===== src/rtl/uart_pkg.sv =====
// Shared definitions for the UART transmit path: FSM state encoding and mux selects.
// UART_TX_FSM_TWO_STOP_EN adds the STOP2 state to the encoding.
package uart_pkg;

  typedef enum logic [2:0] {
    IDLE   = 3'd0,
    START  = 3'd1,
    DATA   = 3'd2,
    PARITY = 3'd3,
`ifdef UART_TX_FSM_TWO_STOP_EN
    STOP   = 3'd4,
    STOP2  = 3'd5
`else
    STOP   = 3'd4
`endif
  } state_e;

  // Transmit mux selects; also consumed by the output mux and the testbench.
  localparam logic [1:0] SEL_START  = 2'b00;
  localparam logic [1:0] SEL_STOP   = 2'b01;
  localparam logic [1:0] SEL_DATA   = 2'b10;
  localparam logic [1:0] SEL_PARITY = 2'b11;

endpackage


===== src/rtl/uart_bit_counter.sv =====
// Counts data bits 0..DATA_WIDTH-1 while enabled; done flags the last bit.
// Wraps to zero after the last bit so the counter is clean for the next frame.
module uart_bit_counter #(
  parameter int DATA_WIDTH = 8
) (
  input  logic clk,
  input  logic rst,
  input  logic enable,
  input  logic clear,
  output logic done
);

  localparam int CW = (DATA_WIDTH > 1) ? $clog2(DATA_WIDTH) : 1;
  localparam logic [CW-1:0] LAST = CW'(DATA_WIDTH - 1);

  logic [CW-1:0] cnt_reg;

  always_ff @(posedge clk or posedge rst) begin
    if (rst) begin
      cnt_reg <= '0;
    end else if (clear) begin
      cnt_reg <= '0;
    end else if (enable) begin
      if (cnt_reg == LAST) cnt_reg <= '0;
      else                 cnt_reg <= cnt_reg + 1'b1;
    end
  end

  assign done = (cnt_reg == LAST);

endmodule


===== src/rtl/uart_tx_fsm.sv =====
// UART transmit frame sequencer: start, DATA_WIDTH data bits, optional parity, stop.
// Define UART_TX_FSM_TWO_STOP_EN to end every frame with two stop cycles.
module uart_tx_fsm
  import uart_pkg::*;
#(
  parameter int DATA_WIDTH = 8
) (
  input  logic       clk,
  input  logic       rst,
  input  logic       data_valid,
  input  logic       par_en,
  output logic       ser_load,
  output logic       ser_en,
  output logic [1:0] mux_sel,
  output logic       busy
);

  localparam logic [2:0] ST_IDLE   = IDLE;
  localparam logic [2:0] ST_START  = START;
  localparam logic [2:0] ST_DATA   = DATA;
  localparam logic [2:0] ST_PARITY = PARITY;
  localparam logic [2:0] ST_STOP   = STOP;
`ifdef UART_TX_FSM_TWO_STOP_EN
  localparam logic [2:0] ST_STOP2  = STOP2;
  localparam logic [2:0] ST_LAST   = ST_STOP2;
`else
  localparam logic [2:0] ST_LAST   = ST_STOP;
`endif

  logic [2:0] state_reg;
  logic [2:0] state_next;
  logic       par_reg;
  logic       accept;
  logic       bit_done;

  // Requests are taken in IDLE or in the final stop cycle so frames can abut.
  assign accept   = data_valid && !rst && (state_reg == ST_IDLE || state_reg == ST_LAST);
  assign ser_load = accept;

  uart_bit_counter #(
    .DATA_WIDTH (DATA_WIDTH)
  ) u_bit_counter (
    .clk    (clk),
    .rst    (rst),
    .enable (state_reg == ST_DATA),
    .clear  (state_reg != ST_DATA),
    .done   (bit_done)
  );

  always_comb begin
    state_next = state_reg;
    case (state_reg)
      ST_IDLE:   if (accept) state_next = ST_START;
      ST_START:  state_next = ST_DATA;
      ST_DATA:   if (bit_done) state_next = par_reg ? ST_PARITY : ST_STOP;
      ST_PARITY: state_next = ST_STOP;
`ifdef UART_TX_FSM_TWO_STOP_EN
      ST_STOP:   state_next = ST_STOP2;
      ST_STOP2:  state_next = accept ? ST_START : ST_IDLE;
`else
      ST_STOP:   state_next = accept ? ST_START : ST_IDLE;
`endif
      default:   state_next = ST_IDLE;
    endcase
  end

  always_ff @(posedge clk or posedge rst) begin
    if (rst) begin
      state_reg <= ST_IDLE;
      par_reg   <= 1'b0;
    end else begin
      state_reg <= state_next;
      if (accept) par_reg <= par_en;
    end
  end

  always_comb begin
    mux_sel = SEL_STOP;
    busy    = 1'b0;
    ser_en  = 1'b0;
    case (state_reg)
      ST_START: begin
        mux_sel = SEL_START;
        busy    = 1'b1;
      end
      ST_DATA: begin
        mux_sel = SEL_DATA;
        busy    = 1'b1;
        ser_en  = 1'b1;
      end
      ST_PARITY: begin
        mux_sel = SEL_PARITY;
        busy    = 1'b1;
      end
`ifdef UART_TX_FSM_TWO_STOP_EN
      ST_STOP, ST_STOP2: begin
`else
      ST_STOP: begin
`endif
        mux_sel = SEL_STOP;
        busy    = 1'b1;
      end
      default: begin
        mux_sel = SEL_STOP;
        busy    = 1'b0;
      end
    endcase
  end

endmodule


===== config.mk =====
export PLATFORM = sky130hd
export DESIGN_NAME = uart_tx_fsm
export DESIGN_NICKNAME = d
export VERILOG_FILES = /design/src/rtl/uart_pkg.sv /design/src/rtl/uart_bit_counter.sv /design/src/rtl/uart_tx_fsm.sv
export SDC_FILE = /design/constraint.sdc
export NUM_CORES = 1
export LEC_CHECK = 0
export BUFFER_PORTS_ARGS = -buffer_cell sky130_fd_sc_hd__buf_2
export CAP_MARGIN = 10
export CORE_AREA = 3 3 40 42
export DETAILED_ROUTE_END_ITERATION = 6
export DIE_AREA = 0 0 43 45
export GPL_TIMING_DRIVEN = 0
export PLACE_DENSITY = 0.6
export SYNTH_ARGS = -nofsm -noshare
export SYNTH_HDL_FRONTEND = slang
export SYNTH_HIERARCHICAL = 1
export SYNTH_SLANG_ARGS = --single-unit

===== constraint.sdc =====
create_clock -name clk -period 1.5 [get_ports clk]
set_input_delay 0.3 -clock clk [delete_from_list [all_inputs] [get_ports clk]]
set_output_delay 0.3 -clock clk [all_outputs]
set_load 0.02 [all_outputs]

# Word-level counts from Yosys, hierarchy flattened
# Cells that the tools add are included.
word_totals:
  regBits: 7
  latch_bits: 0
  ramBits: 0
  mem_bits_ro: 0
  n_memories: 0
op_classes:
  n_addsub: 1
  multipliers: 0
  div_mod_pow: 0
  order_cmp: 0
  eq_ne: 8
  n_shift: 0
  mux: 11
  n_bitwise: 0
  reduce_logical: 8
op_table:
  columns: ["operator", "count"]
  rows:
  - ["$mux 3", 6]
  - ["$pmux 3 s5", 1]
  - ["$eq 3x2->1 const B", 2]
  - ["$eq 3x3->1 const B", 2]
  - ["$pmux 2 s3", 1]
  - ["$ne 2x2->1 const B", 2]
  - ["$reduce_or 4->1", 1]
  - ["$add 3x1->3 const B", 1]
  - ["$eq 3x1->1 const B", 1]
  - ["$logic_not 3->1", 1]
  - ["$mux 1", 3]
  - ["$ne 3x2->1 const B", 1]
  - ["$logic_and 1x1->1", 2]
  - ["$reduce_and 2->1", 1]
  - ["$reduce_bool 2->1", 1]
  - ["$logic_not 1->1", 1]
  - ["$logic_or 1x1->1", 1]

# Depth between registers and ports, before layout
# Gate-level depths: netlist (run 1).
depth:
  depth_word: 5
  ltp_mapped: 4
  depth_no_buf: 4

# Hierarchy
# The synthesis (run 1) kept the hierarchy.
by_module_without_submodules:
  columns: ["module", "n_inst", "cells_each", "area_each_um2", "seq_area_each_um2"]
  rows:
  - ["uart_tx_fsm", 1, 23, 257.7, 100.1]
  - ["uart_bit_counter", 1, 13, 155.1, 75.1]

# Worst setup path before layout (run 1)
# No wires, ideal clock.
synth_path:
  kind: "register to register"
  startpoint: "register state_reg[2]"
  endpoint: "register u_bit_counter.cnt_reg[0]"
  setup_ns: 0.073
  arrival_ns: 1.558
  required_ns: 1.427
  path_slack_ns: -0.131
  stages_incl_launch_ff: 5
  path_buffers: 0
  synth_period_minus_slack_ns: 1.631
  cell_sequence: "dfrtp_1 nand2b_1 nor2_1 or3b_1 a21oi_2"
synth_via:
  elab_chain_len: 2
synth_lines:
  columns: ["element", "line", "text"]
  rows:
  - ["start: declaration", "uart_tx_fsm.sv:30", "logic [2:0] state_reg;"]
  - ["start signal: assignment", "uart_tx_fsm.sv:72", "state_reg <= state_next;"]
  - ["$ne 3x2->1 or $eq 3x2->1 (tied branches)", "uart_tx_fsm.sv:46, uart_tx_fsm.sv:45", null]
  - ["$mux 3 or $reduce_bool 2->1 (tied branches)", null, null]
  - ["end signal: assignment", "uart_bit_counter.sv:25", "else cnt_reg <= cnt_reg + 1'b1;"]
  - ["end: declaration", "uart_bit_counter.sv:16", "logic [CW-1:0] cnt_reg;"]
# Parallel ways exist; a longest one is shown, timed or not.
# A chain may end at the register's enable or synchronous reset.

# Final worst setup path (run 1)
layout_path:
  startpoint: "register state_reg[1]"
  endpoint: "output port mux_sel[0]"
layout_via:
  elab_chain_len: 2
layout_lines:
  columns: ["element", "line", "text"]
  rows:
  - ["$eq 3x2->1 or $eq 3x1->1 (tied branches)", "uart_tx_fsm.sv:81", "case (state_reg)"]
  - ["$pmux 2 s3 *", "uart_tx_fsm.sv:81", null]
  - ["end: declaration", "uart_tx_fsm.sv:14", "output logic [1:0] mux_sel,"]
# Every way passes the cells marked *; elsewhere a longest branch is shown, timed or not.

==> results.yml, run 1 <==
power_and_ir_drop:
  p_leak_nw: 0.306
  power.density_nw_per_um2: 1730
  power_w: 0.00100
  peakVddDrop_mv: 0.660
setup_path:
  rr_worst_depth: 5
  worst_path_max_delay_cell: "dfrtp_2"
  cp.arrival_ps: 1270
  crit_buf_inv: 1
  crit_chain: "or2b_1, a21o_1, buf_6"
  worstReg2RegEnd: "par_reg"
  crit_path_end_kind: "output port"
  critPathKind: "reg -> out"
  cpLargestDelayFamily: "flip-flops"
  worstSetupStartpoint: "state_reg[1]"
  setup.worst_path.start_class: "flop"
  r2r-start: "state_reg[0]"
  slowest_delay_ps: 470
  ff2ff_setup_slack_ps: 60
  worstPathRequired_ps: 1200
  critPathMaxFanout: 7
sta:
  final-setup-viol-count: 2
  setup_ws_ps: -66.3
  tightest_slew_ps: 233
  fin_crit_sh: 1.04
  slew_headroom: 0.844
  fmax_mhz: 638
  rsz0062_at_grt: "true"
  final_max_slew_viol_count: 0
  hold_viol: 0
  finalCriticalPeriod_ps: 1570
  tns_ps: -107
  fin_skew_ps: 4.30
floorplan:
  num_rows: 13
  initial_core_util: 0.321
  dieArea_sq_um: 1940
  io-pin-count: 9
  die_x_um: 43
  core_sq_um: 1280
  die_h_um: 45
logic_synthesis:
  syn-mean-instance-area_sq_um: 11.5
  yosys_warnings: 6
  synth.largest_area_cell: "dfrtp_1"
  mappedNetlistArea_sq_um: 413
  synth.area.top_cells: "dfrtp_1 (42%), ha_1 (6.1%), nor4b_4 (5.8%)"
  synth_cell_type_count: 20
  ys_seq_area_frac: 0.424
  synth_common_cells: "dfrtp_1 (7), inv_1 (4), nor2_1 (4)"
  ys.flop_type: "dfrtp_1"
  synthMostInstantiatedCell: "dfrtp_1"
  syn-instance-count: 36
  synth-edff-count: 0
  syn_nets: 42
  synth_seq_cells: 7
  yosys.area.top_type_share: 0.424
  synth-async-reset-ratio: 1.00
layout:
  finalNonFillerCells: 69
  nNetsFinal: 61
  drive_gt1_frac: 0.426
  syn_to_final_growth_pct: 40.3
  final_cell_area_sq_um: 579
  diodes: 0
status:
  status: "finished with violations"
  violations: "setup timing"
routing:
  ant_nets: 0
  drtIter0Drc: 7
  vias_per_cell: 4.67
  drc: 0
  detailedRoute.firstPassIterationCount: 2
  wl_per_cell_um: 11.3
  wirelength_um: 781
  vias: 322
placed_design:
  dp_hpwl_um: 555
  dp_cells: 59
  place_area_sq_um: 474
  place_congestion: 0.725
  portBuffers: 8
global_route:
  gr-usage-all-layers: 0.105
  grt_pass1_vias: 332
  grt-ovfl-total: 0
  grt_max_degree: 8
  antenna_found_initial: 0
  grt_pass1_wl_um: 1410
clocking:
  cts_buffers: 3
  path_clk_slew_ps: 50
  cts_tree: "done"
  cts_root_buf: "clkbuf_4"
  cts_max_path_buffers: 2
  numClockSinks: 7
  clock_latency_ps: 250
  h-tree-depth: 1
min_path:
  hold_class: "in -> reg"
  holdPathEnd: "par_reg"
  min_path_cells: 2
  hold_path_startpoint: "par_en"
flow_run:
  cap_violations: 0
layout by cell type, fill, tap and decap left out:
cell           n
inv_1          4
or2_1          1
nor2_1         3
a21oi_2        1
xnor2_1        1
buf_6          3
clkbuf_1       1
nand2b_1       2
clkbuf_4       3
a2bb2oi_1      1
mux2_4         1
buf_4          7
ha_1           2
nor2b_1        1
a21o_1         1
mux2i_1        2
nor2_4         1
buf_2          4
nand2b_4       1
or2b_1         1
dfrtp_1        6
and4bb_1       1
dfrtp_2        1
o32ai_1        1
nor4b_4        1
o21ba_1        1
dlygate4sd3_1  1
or3b_1         1
per-stage QoR:
| step | hold WS [ps] | setup WS (ps) | utilization |
|---|---|---|---|
| 4_1_cts | 273 | -75.5 | 0.430 |
| 3_5_place_dp | 218 | 41.3 | 0.369 |
| 6_report | 281 | -66.3 | 0.451 |
| 3_3_place_gp | 215 | 57.5 | 0.369 |
| 5_1_grt | 271 | -119 | 0.451 |
| 2_1_floorplan | 53.6 | 22.0 | - |
cell families after synthesis:
family | count (synthesis) | synth area share
AOI/OAI and AO/OA | 5 | 0.106
xor gates and xnor gates | 1 | 0.0212
and+or+nand+nor | 13 | 0.239
buffers and inverters | 5 | 0.0636
muxes | 3 | 0.0848
adders and majority gates | 2 | 0.0606
DFF | 7 | 0.424
area by class of cell:
type / instances / area, sq um
flip-flops and latches: 7 / 176
multi-input cells: 24 / 226
inverters: 4 / 15.0
clock buffers: 4 / 26.3
plain buffers: 1 / 11.3
repair buffers: 14 / 105
well taps: 15 / 18.8
fillers: 126 / 706
what timing repair did:
item	4_1_cts	5_1_grt
hold endpoints to repair	7	0
gates cloned	0	0
hold buffers	1	0
setup endpoints to repair	4	6
resized for setup	7	3
setup buffers	3	2
pin swaps	2	1
worst max-delay path by stage:
| stage | to | cells past startpoint |
|---|---|---|
| after floorplan | u_bit_counter/cnt_reg[0] | 4 |
| after global placement | u_bit_counter/cnt_reg[0] | 4 |
| after detailed placement | u_bit_counter/cnt_reg[0] | 4 |
| after CTS | mux_sel[0] | 4 |
| after global routing | mux_sel[0] | 4 |
| final | mux_sel[0] | 3 |
routing by layer:
layer  wire [um]  track usage  part of all wire
met5           0            0                 0
met4           0       0.0361                 0
met3          65       0.0717             0.083
met2         370        0.156              0.47
met1         346        0.120              0.44
report_power, final:
group          total [W]  switching [W]  internal, W
clock           0.000170      0.0000690     0.000101
sequential      0.000303      0.0000639     0.000239
combinational   0.000529       0.000246     0.000283
No activity file was read; power rests on OpenSTA's default activity.
==> inputs of run 2 (changes only) <==
--- a/config.mk
+++ b/config.mk
@@ -12,6 +12,7 @@
 export DIE_AREA = 0 0 43 45
 export GPL_TIMING_DRIVEN = 0
 export PLACE_DENSITY = 0.6
+export SETUP_SLACK_MARGIN = 0.2
 export SYNTH_ARGS = -nofsm -noshare
 export SYNTH_HDL_FRONTEND = slang
 export SYNTH_HIERARCHICAL = 1
==> run 2 against run 1 <==
Compared with the run above:
- the run still ends with setup timing left
- maximum frequency is 0.62% lower
- worst setup slack got worse by 9.8 ps
- register-to-register slack improved by 20 ps
- largest power group unchanged
- largest cell class unchanged
==> results.yml, run 2 (synthesis results as in run 1) <==
status:
  status: "finished with violations"
  violations: "setup timing"
flow_run:
  cap_violations: 0
setup_path:
  crit_chain: "or2b_1, a21o_1, buf_6"
  critPathKind: "reg -> out"
  cp.arrival_ps: 1280
  ff2ff_setup_slack_ps: 80
  slowest_delay_ps: 460
  setup.worst_path.start_class: "flop"
  worstPathRequired_ps: 1200
  worstReg2RegEnd: "u_bit_counter/cnt_reg[0]"
  rr_worst_depth: 6
  crit_path_end_kind: "output port"
  critPathMaxFanout: 5
  r2r-start: "state_reg[1]"
  worst_path_max_delay_cell: "dfrtp_2"
min_path:
  holdPathEnd: "par_reg"
  hold_path_startpoint: "par_en"
  min_path_cells: 2
  hold_class: "in -> reg"
layout:
  fill_cells: 131
  diodes: 0
  finalNonFillerCells: 76
  drive_gt1_frac: 0.607
  nNetsFinal: 68
  fin_util: 0.539
  most-common-layout-cells: "buf_4 (9), buf_6 (7), dfrtp_1 (6)"
  final_common_cell: "buf_4"
  syn_to_final_growth_pct: 67.9
routing:
  drtIter0Drc: 2
  wl_per_cell_um: 13.0
  detailedRoute.firstPassIterationCount: 2
  ant_nets: 0
  vias: 345
  drc: 0
  wirelength_um: 986
  vias_per_cell: 4.54
sta:
  final-setup-viol-count: 1
  rsz0062_at_grt: "true"
  hold_viol: 0
  finalCriticalPeriod_ps: 1580
  setup_ws_ps: -76.2
  final_max_slew_viol_count: 0
  fin_crit_sh: 1.05
  slew_headroom: 0.860
  tightest_slew_ps: 208
  fmax_mhz: 634
  tns_ps: -76.2
  fin_skew_ps: 10.5
clocking:
  cts_max_path_buffers: 2
  path_clk_slew_ps: 60
  h-tree-depth: 1
  numClockSinks: 7
  clock_latency_ps: 260
  cts_tree: "done"
  cts_buffers: 3
  cts_root_buf: "clkbuf_4"
placed_design:
  portBuffers: 8
  dp_cells: 59
  dp_slack_ps: 140
  place_congestion: 0.634
  dp_hpwl_um: 544
power_and_ir_drop:
  power.density_nw_per_um2: 1800
  p_leak_nw: 0.348
  pwr-share-comb: 0.617
  p_int_w: 0.000792
  seqPwrFrac: 0.242
  swShare: 0.365
  clkPwrFrac: 0.141
  peakVddDrop_mv: 0.820
  power_w: 0.00125
  switchingPower_w: 0.000455
global_route:
  grt-ovfl-total: 0
  grt_max_degree: 6
  grt_pass1_wl_um: 1530
  antenna_found_initial: 0
  grt_pass1_vias: 342
  gr-usage-all-layers: 0.111
floorplan:
  die_h_um: 45
  die_x_um: 43
  num_rows: 13
  core_sq_um: 1280
  io-pin-count: 9
  dieArea_sq_um: 1940
  initial_core_util: 0.321
[run 2: what timing repair did]
item,4_1_cts,5_1_grt
buffers inserted,7,5
hold buffers,1,0
pin swaps,1,3
resized for setup,11,7
endpoints found under the setup margin,6,10
endpoints found under the hold margin,7,0
[run 2: worst max-delay path by stage]
stage | slack, ps | from | cells after the start | to
2_1_floorplan | 130 | state_reg[1] | 2 | par_reg
3_3_place_gp | 140 | u_bit_counter/cnt_reg[0] | 4 | u_bit_counter/cnt_reg[0]
3_5_place_dp | 140 | u_bit_counter/cnt_reg[0] | 4 | u_bit_counter/cnt_reg[0]
4_1_cts | -70 | state_reg[1] | 3 | mux_sel[0]
5_1_grt | -110 | state_reg[1] | 3 | mux_sel[0]
6_report | -80 | state_reg[1] | 3 | mux_sel[0]
[run 2: power groups by stage]
stage / Sequential [W] / Combinational (W) / Clock (W)
global route: 0.000308 / 0.000823 / 0.000193
global placement: 0.000304 / 0.000436 / 0
CTS: 0.000296 / 0.000685 / 0.000179
floorplan: 0.000290 / 0.000348 / 0
finish: 0.000302 / 0.000769 / 0.000175
detailed placement: 0.000306 / 0.000443 / 0
[run 2: metrics by stage]
| step | instance area (sq um) | hold slack [ps] |
|---|---|---|
| global placement | 488 | 217 |
| floorplan | 429 | 53.6 |
| global route | 693 | 283 |
| detailed placement | 488 | 218 |
| finish | 693 | 277 |
| CTS | 622 | 275 |
[run 2: final cells by class]
| class | count | area (sq um) | area share |
|---|---|---|---|
| sequential | 7 | 176 | 0.255 |
| multi-input combinational | 24 | 260 | 0.375 |
| clock buffer | 4 | 26.3 | 0.0379 |
| tap | 15 | 18.8 | 0.0271 |
| timing repair buffer | 21 | 185 | 0.267 |
| buffer | 1 | 11.3 | 0.0162 |
| inverter | 4 | 15.0 | 0.0217 |
[run 2: critical path: cells and delay by family, from the launching register on]
kind            cells  cell delay [ps]
compound gates      1              170
simple gates        1              250
buf+inv             1              130
flops               1              460
[run 2: per-layer routing]
layer | global-route usage | wire [um] | share of wire | vias to the layer above
li1 | - | - | - | 175
met1 | 0.133 | 424 | 0.43 | 161
met2 | 0.174 | 507 | 0.51 | 9
met3 | 0.0598 | 54 | 0.055 | 0
met4 | 0.0361 | 0 | 0 | 0
met5 | 0 | 0 | 0 | -
